<file path="src/rtl/frame_receiver.sv">
// Start-nibble triggered serial deserializer with a single-entry valid/ready output buffer.
// Define FRAME_RX_PARITY_EN to add an even-parity bit between payload and stop bit.
module frame_receiver #(
  parameter int DATA_W = 8
) (
  input  logic              clk,
  input  logic              rst,
  input  logic              sIn,
  input  logic [3:0]        pIn,
  output logic [DATA_W-1:0] dOut,
  output logic              dValid,
  input  logic              dReady,
  output logic              frmErr,
  output logic              ovf,
  output logic              parErr
);

  // state | meaning
  // IDLE  | waiting for a fully known 0000 window; start edge captures the MSB
  // DATA  | shifting remaining payload bits in, MSB first
  // PAR   | sampling the even-parity bit (parity builds only)
  // STOP  | checking the stop bit and delivering or discarding the frame
  // HUNT  | after a framing error, waiting for the line to return to 1
  typedef enum logic [2:0] {IDLE, DATA, PAR, STOP, HUNT} state_t;

  localparam int CW = $clog2(DATA_W + 1);
  localparam logic [CW-1:0] CNT_LAST = CW'(DATA_W);
  localparam logic [CW-1:0] CNT_PEN  = CW'(DATA_W - 1);

  state_t            state_q, state_d;
  logic [DATA_W-1:0] shreg_q, shreg_d;
  logic [DATA_W-1:0] dout_q, dout_d;
  logic [CW-1:0]     cnt_q, cnt_d;
  logic              dvalid_q, dvalid_d;
  logic              frm_err_q, frm_err_d;
  logic              ovf_q, ovf_d;
  logic              start_det, frame_good, consume, load;
`ifdef FRAME_RX_PARITY_EN
  logic              par_bad_q, par_bad_d;
  logic              par_err_q, par_err_d;
`endif

  always_comb begin
    // Case-equality keeps an unknown window from looking like a start.
    start_det  = (pIn === 4'b0000);
    state_d    = state_q;
    shreg_d    = shreg_q;
    cnt_d      = cnt_q;
    frm_err_d  = 1'b0;
    frame_good = 1'b0;
`ifdef FRAME_RX_PARITY_EN
    par_bad_d  = par_bad_q;
    par_err_d  = 1'b0;
`endif
    case (state_q)
      IDLE: begin
        if (start_det) begin
          shreg_d = {{(DATA_W-1){1'b0}}, sIn};
          cnt_d   = CW'(1);
          state_d = DATA;
`ifdef FRAME_RX_PARITY_EN
          par_bad_d = 1'b0;
`endif
        end
      end
      DATA: begin
        shreg_d = {shreg_q[DATA_W-2:0], sIn};
        if (cnt_q != CNT_LAST) cnt_d = cnt_q + 1'b1;
        if (cnt_q == CNT_PEN) begin
`ifdef FRAME_RX_PARITY_EN
          state_d = PAR;
`else
          state_d = STOP;
`endif
        end
      end
`ifdef FRAME_RX_PARITY_EN
      PAR: begin
        par_bad_d = (^shreg_q) ^ sIn;
        state_d   = STOP;
      end
`endif
      STOP: begin
`ifdef FRAME_RX_PARITY_EN
        par_err_d = par_bad_q;
`endif
        if (sIn) begin
          state_d = IDLE;
`ifdef FRAME_RX_PARITY_EN
          frame_good = ~par_bad_q;
`else
          frame_good = 1'b1;
`endif
        end else begin
          frm_err_d = 1'b1;
          state_d   = HUNT;
        end
      end
      HUNT: begin
        if (sIn) state_d = IDLE;
      end
      default: state_d = IDLE;
    endcase

    // A consume on the delivery edge frees the slot for the new word.
    consume  = dvalid_q & dReady;
    load     = frame_good & (~dvalid_q | dReady);
    ovf_d    = frame_good & dvalid_q & ~dReady;
    dvalid_d = load | (dvalid_q & ~consume);
    dout_d   = load ? shreg_q : dout_q;
  end

  always_ff @(posedge clk or negedge rst) begin
    if (!rst) begin
      state_q   <= IDLE;
      shreg_q   <= '0;
      cnt_q     <= '0;
      dout_q    <= '0;
      dvalid_q  <= 1'b0;
      frm_err_q <= 1'b0;
      ovf_q     <= 1'b0;
`ifdef FRAME_RX_PARITY_EN
      par_bad_q <= 1'b0;
      par_err_q <= 1'b0;
`endif
    end else begin
      state_q   <= state_d;
      shreg_q   <= shreg_d;
      cnt_q     <= cnt_d;
      dout_q    <= dout_d;
      dvalid_q  <= dvalid_d;
      frm_err_q <= frm_err_d;
      ovf_q     <= ovf_d;
`ifdef FRAME_RX_PARITY_EN
      par_bad_q <= par_bad_d;
      par_err_q <= par_err_d;
`endif
    end
  end

  assign dOut   = dout_q;
  assign dValid = dvalid_q;
  assign frmErr = frm_err_q;
  assign ovf    = ovf_q;
`ifdef FRAME_RX_PARITY_EN
  assign parErr = par_err_q;
`else
  assign parErr = 1'b0;
`endif

endmodule
</file>
<file path="config.mk">
export PLATFORM = sky130hd
export DESIGN_NAME = frame_receiver
export DESIGN_NICKNAME = d
export VERILOG_FILES = /design/src/rtl/frame_receiver.sv
export SDC_FILE = /design/constraint.sdc
export NUM_CORES = 1
export LEC_CHECK = 0
export ABC_AREA = 1
export BUFFER_PORTS_ARGS = -buffer_cell sky130_fd_sc_hd__buf_2
export CAP_MARGIN = 30
export CELL_PAD_IN_SITES_DETAIL_PLACEMENT = 0
export CELL_PAD_IN_SITES_GLOBAL_PLACEMENT = 1
export CORE_UTILIZATION = 44
export CTS_BUF_LIST = sky130_fd_sc_hd__clkbuf_8 sky130_fd_sc_hd__clkbuf_16
export CTS_CLUSTER_SIZE = 8
export DETAILED_ROUTE_END_ITERATION = 7
export PLACE_DENSITY_LB_ADDON = 0.25
export RECOVER_POWER = 50
export SYNTH_ARGS = -nofsm -noshare
export SYNTH_HDL_FRONTEND = slang
export SYNTH_SLANG_ARGS = --single-unit
</file>
<file path="constraint.sdc">
create_clock -name clk -period 1.9 [get_ports clk]
set_input_delay 0.19 -clock clk [delete_from_list [all_inputs] [get_ports clk]]
set_output_delay 0.19 -clock clk [all_outputs]
set_load 0.02 [all_outputs]
</file>
After elaboration in Yosys (flattened, before gate mapping)
Index checks and enable logic that the tools add are counted.
W data, S select, Z words.
{ "op_classes": {"mux": 14, "n_eq_ne": 10, "bitwise_logic": 10, "reduce_logical": 5, "n_addsub": 1} }
{ "op_table": {"columns": ["cell", "count"], "rows": [
  ["$pmux W8 S2", 1],
  ["$mux W3", 4],
  ["$pmux W3 S4", 1],
  ["$mux W4", 2],
  ["$mux W8", 1],
  ["$ne A2 B2 Y1 const B", 4],
  ["$pmux W4 S2", 1],
  ["$reduce_and A3 Y1", 2],
  ["$and A1 B1 Y1", 5],
  ["$add A4 B1 Y4 const B", 1],
  ["$eq A4 B3 Y1 const B", 1],
  ["$eqx A4 B1 Y1 const B", 1],
  ["$mux W1", 4],
  ["$ne A4 B4 Y1 const B", 1],
  ["$eq A3 B1 Y1 const B", 1],
  ["$eq A3 B2 Y1 const B", 1],
  ["$eq A3 B3 Y1 const B", 1],
  ["$logic_not A3 Y1", 1],
  ["$not A1 Y1", 3],
  ["$or A1 B1 Y1", 2],
  ["$reduce_and A2 Y1", 1],
  ["$reduce_bool A2 Y1", 1]
]} }
{ "word_totals": {"output_inout_bits": 12, "inputBits": 8, "reg_bits": 26} }

Longest topological paths before layout
{ "logic_depth": {"word_depth": 4, "mapped_depth": 7, "ltp_nobuf": 6} }

Worst setup path after synthesis
OpenSTA, ideal clock, no wires.
{ "synth_path": {"path_kind": "flip-flop to flip-flop", "start": "reg cnt_q[0]", "end": "reg cnt_q[1]", "stages_incl_launch_ff": 7, "slack_ps": 805, "t_required_ps": 1774, "t_arrival_ps": 969, "synth_period_minus_slack_ps": 1095, "cell_sequence": "dfrtp_1 inv_1 ha_1 nand4_1 nand3_1 nand2_1 o21ai_0"} }
{ "synth_between": {"elab_chain_len": 3} }
{ "synth_lines": {"columns": ["item", "line_no", "rtl"], "rows": [
  ["start, declared", "33", "logic [CW-1:0] cnt_q, cnt_d;"],
  ["start signal, assigned", "129", "cnt_q <= cnt_d;"],
  ["$add A4 B1 Y4 / $ne A4 B4 Y1 (equally long branches)", "68", "if (cnt_q != CNT_LAST) cnt_d = cnt_q + 1'b1;"],
  ["$mux W4 / $ne A2 B2 Y1 (equally long branches)", null, null],
  ["$pmux W4 S2 / $reduce_and A3 Y1 (equally long branches)", null, null]
]} }
Parallel ways exist; a longest one is shown, timed or not. The select of a mux whose other input is x is not followed.
A chain may end at the register's enable or synchronous reset.

Worst setup path in the final report
{ "layout_path": {"start": "reg state_q[2]", "end": "reg dout_q[3] (netlist: dOut[3])"} }
{ "layout_between": {"elab_chain_len": 3} }
{ "layout_lines": {"columns": ["item", "line_no", "rtl"], "rows": [
  ["start, declared", "30", "state_t state_q, state_d;"],
  ["start signal, assigned", "127", "state_q <= state_d;"],
  ["$eq A3 B2 Y1", "55", "case (state_q)"],
  ["$mux W1", "55", null],
  ["$and A1 B1 Y1", "107", "load = frame_good & (~dvalid_q | dReady);"],
  ["end signal, assigned", "130", "dout_q <= dout_d;"],
  ["end, declared", "32", "logic [DATA_W-1:0] dout_q, dout_d;"]
]} }
No other way between the ends.

==> impl_metrics.csv <==
group,metric,value,unit
clocking,ctsResizeCount,0,
power_and_ir_drop,total_power,2.02,mW
worst_setup_path,r2r_start,"state_q[2]",
routing,routed_wl,1.83,mm
finish,final_common_cell,"nand2_1",
worst_setup_path,cp-start-kind,"flop",
clocking,clock_latency,260,ps
floorplan,core_area,2480,um2
routing,routed_via_density,4.72,
routing,remaining_drc_errors,0,
floorplan,die-area,2840,um2
global_route,grtUsageMet3,2.59,%
clocking,htreeDepth,1,
logic_synthesis,synth_top_cell_by_area,"dfrtp_1",
sta,finalHoldViolCount,0,
logic_synthesis,syn_area,1160,um2
sta,finClkSkew,4.86,ps
finish,multi_input_area,389,um2
worst_hold_path,hold_start,"sIn",
power_and_ir_drop,irDropWorstVdd,0.846,mV
global_route,grt_pass1_vias,748,
worst_setup_path,reg2reg_slack,580,ps
clocking,path_clk_slew,90,ps
global_route,antenna_found_initial,0,
routing,ant_nets,0,
finish,fin_nets,154,
worst_hold_path,hp-class,"in -> reg",
global_route,grt_overflow_total,0,
global_route,top_usage_layer,"met2",
finish,diodes,0,
worst_setup_path,slowest_stage,"dfrtp_1",
floorplan,die_h,53.3,um
clocking,clock_sinks,26,
placed_design,dp_hpwl,1.31,mm
floorplan,start_util,46.7,%
floorplan,fp-row-count,18,
logic_synthesis,synth-seq-cells,26,
floorplan,die_w,53.3,um
logic_synthesis,yosysWarnings,0,
worst_setup_path,path_cells,"inv_1 > nand3_1 > nor2_1 > nand2_4 > nand2_1 > o21ai_2",
logic_synthesis,yosysSeqAreaShare,56.2,%
clocking,cts_made_buffers,3,
sta,setup_tns,0,ps
clocking,clk_path_buf_depth,2,
global_route,use_met2,24.6,%
logic_synthesis,syn_area_per_cell,9.41,um2
sta,setup_slack,585,ps
floorplan,num_io_pins,20,
placed_design,io_buffer_count,18,
sta,setup_violations,0,
global_route,grt_max_degree,27,
clocking,post_cts_buffers,0,
worst_setup_path,reg2reg_to,"dOut[3]",
finish,areaGrowthSynthToFinish,13.1,%
placed_design,dp.cells,168,
logic_synthesis,ys_types,19,
global_route,grtUsageMet1,22.2,%
placed_design,routabilityCongestion,0.808,
worst_hold_path,holdPathStages,2,
sta,fmax,0.760,GHz
routing,vias,816,
placed_design,dp_worst_setup_slack,661,ps
clocking,root_buffer,"clkbuf_8",
worst_setup_path,worst_path_largest_cell_delay,380,ps
routing,wl_per_cell,10.6,um
sta,rsz0062_at_grt,"no",
power_and_ir_drop,power_density,1540,nW/um2
logic_synthesis,synth_top_area_share,56.2,%
clocking,cts_tree,"built",
sta,period_share,69.2,%
outcome,status,"completed",
sta,tightest_slew,639,ps
worst_setup_path,arrival,1480,ps
logic_synthesis,synth_cells,123,
worst_setup_path,r2r.worst_path.cells,6,
global_route,track_usage,16.1,%
sta,period_minus_slack,1320,ps
routing,drt_iter0_drc,24,
finish,final_cell_mix,"28 x nand2_1, 26 x dfrtp_1, 21 x inv_1",
finish,drive_above_1_share,22.4,%
worst_setup_path,crit_required,2060,ps
worst_setup_path,worst-path-max-fanout,15,
finish,finalNonFillerCells,173,
sta,maxSlewHeadroom,57.4,%
worst_setup_path,endpoint_kind,"flop",
finish,nFillCells,241,
logic_synthesis,synth_fp_nets,133,
global_route,grt_pass1_wl,3.27,mm
routing,drt_pass1_iterations,4,
logic_synthesis,yosys-top-cells-area,"dfrtp_1 56%, nand2_1 9.1%, inv_1 6.8%, o21ai_2 6.1%, o21ai_0 4.3%",
finish,seq_area,651,um2
worst_hold_path,whs_endpoint,"frmErr",
job,cap_violations,0,
power_and_ir_drop,leakagePower,0.681,nW
worst_setup_path,critPathKind,"reg -> reg",
sta,report.final.slew_viol_count,0,
layout make-up:
class,count,share of cell area (%)
Sequential cell,26,49.7
Timing Repair Buffer,19,7.46
Inverter,21,6.02
Clock buffer,4,4.21
Multi-Input combinational cell,73,29.7
Tap cell,30,2.87
through the flow:
| step | hold slack [ps] | util (%) | instance area, um2 |
|---|---|---|---|
| 2_1_floorplan | -106 | - | 1160 |
| 3_3_place_gp | 222 | 50.8 | 1260 |
| 3_5_place_dp | 225 | 50.8 | 1260 |
| 4_1_cts | 87.7 | 53.4 | 1320 |
| 5_1_grt | 103 | 52.8 | 1310 |
| 6_report | 98.4 | 52.8 | 1310 |
cells in the mapped netlist (all sizes together):
cell / n
xnor2: 1
nand4: 4
buf: 3
a21oi: 1
nand2: 31
nand3: 6
dfrtp: 26
nor2: 8
o21ai: 19
inv: 21
ha: 2
conb: 1
repair_timing:
| action | CTS | global route |
|---|---|---|
| endpoints found under the setup margin | 0 | 0 |
| hold buffers | 1 | 0 |
| endpoints found under the hold margin | 26 | 0 |
routing by layer:
metal / share of wire (%) / vias to the layer above / routed length, um
li1: - / 421 / -
met1: 51 / 380 / 928
met2: 46 / 13 / 831
met3: 3.1 / 2 / 56
met4: 0.55 / 0 / 10
met5: 0 / - / 0
where the power goes:
| group | internal, mW | total (mW) | switching [mW] |
|---|---|---|---|
| Combinational | 0.270 | 0.756 | 0.487 |
| Clock | 0.185 | 0.348 | 0.163 |
| Sequential | 0.769 | 0.912 | 0.143 |
| Total | 1.22 | 2.02 | 0.793 |
worst max-delay path by stage:
stage                     to  slack, ps  startpoint  depth (start not counted)
floorplan           cnt_q[1]        800    cnt_q[0]                          6
global placement    cnt_q[1]        660    cnt_q[0]                          6
detailed placement  cnt_q[1]        660    cnt_q[0]                          6
CTS                 cnt_q[1]        640    cnt_q[0]                          6
global route         dOut[3]        440  state_q[2]                          6
finish               dOut[3]        580  state_q[2]                          6
logic make-up after synthesis:
group | Yosys count | share of synthesized area (%)
compound gates | 20 | 11.2
xor+xnor | 1 | 0.757
fa+ha+maj | 2 | 2.16
buf+inv | 24 | 9.08
flops | 26 | 56.2
other cells | 1 | 0.324
simple gates | 49 | 20.2
worst max-delay path: cells and delay by family, from the launching register on:
family,cells,cell delay [ps]
DFF,1,380
AOI/OAI and AO/OA,1,50
buffers and inverters,1,70
and+or+nand+nor,4,700
flip-flops by register name, summed over array words and instances (netlist names):
register / flops
dOut: 8
shreg_q: 8
cnt_q: 4
state_q: 3
dValid: 1
frmErr: 1
ovf: 1
Note: power is estimated with default switching activity, not from simulation.
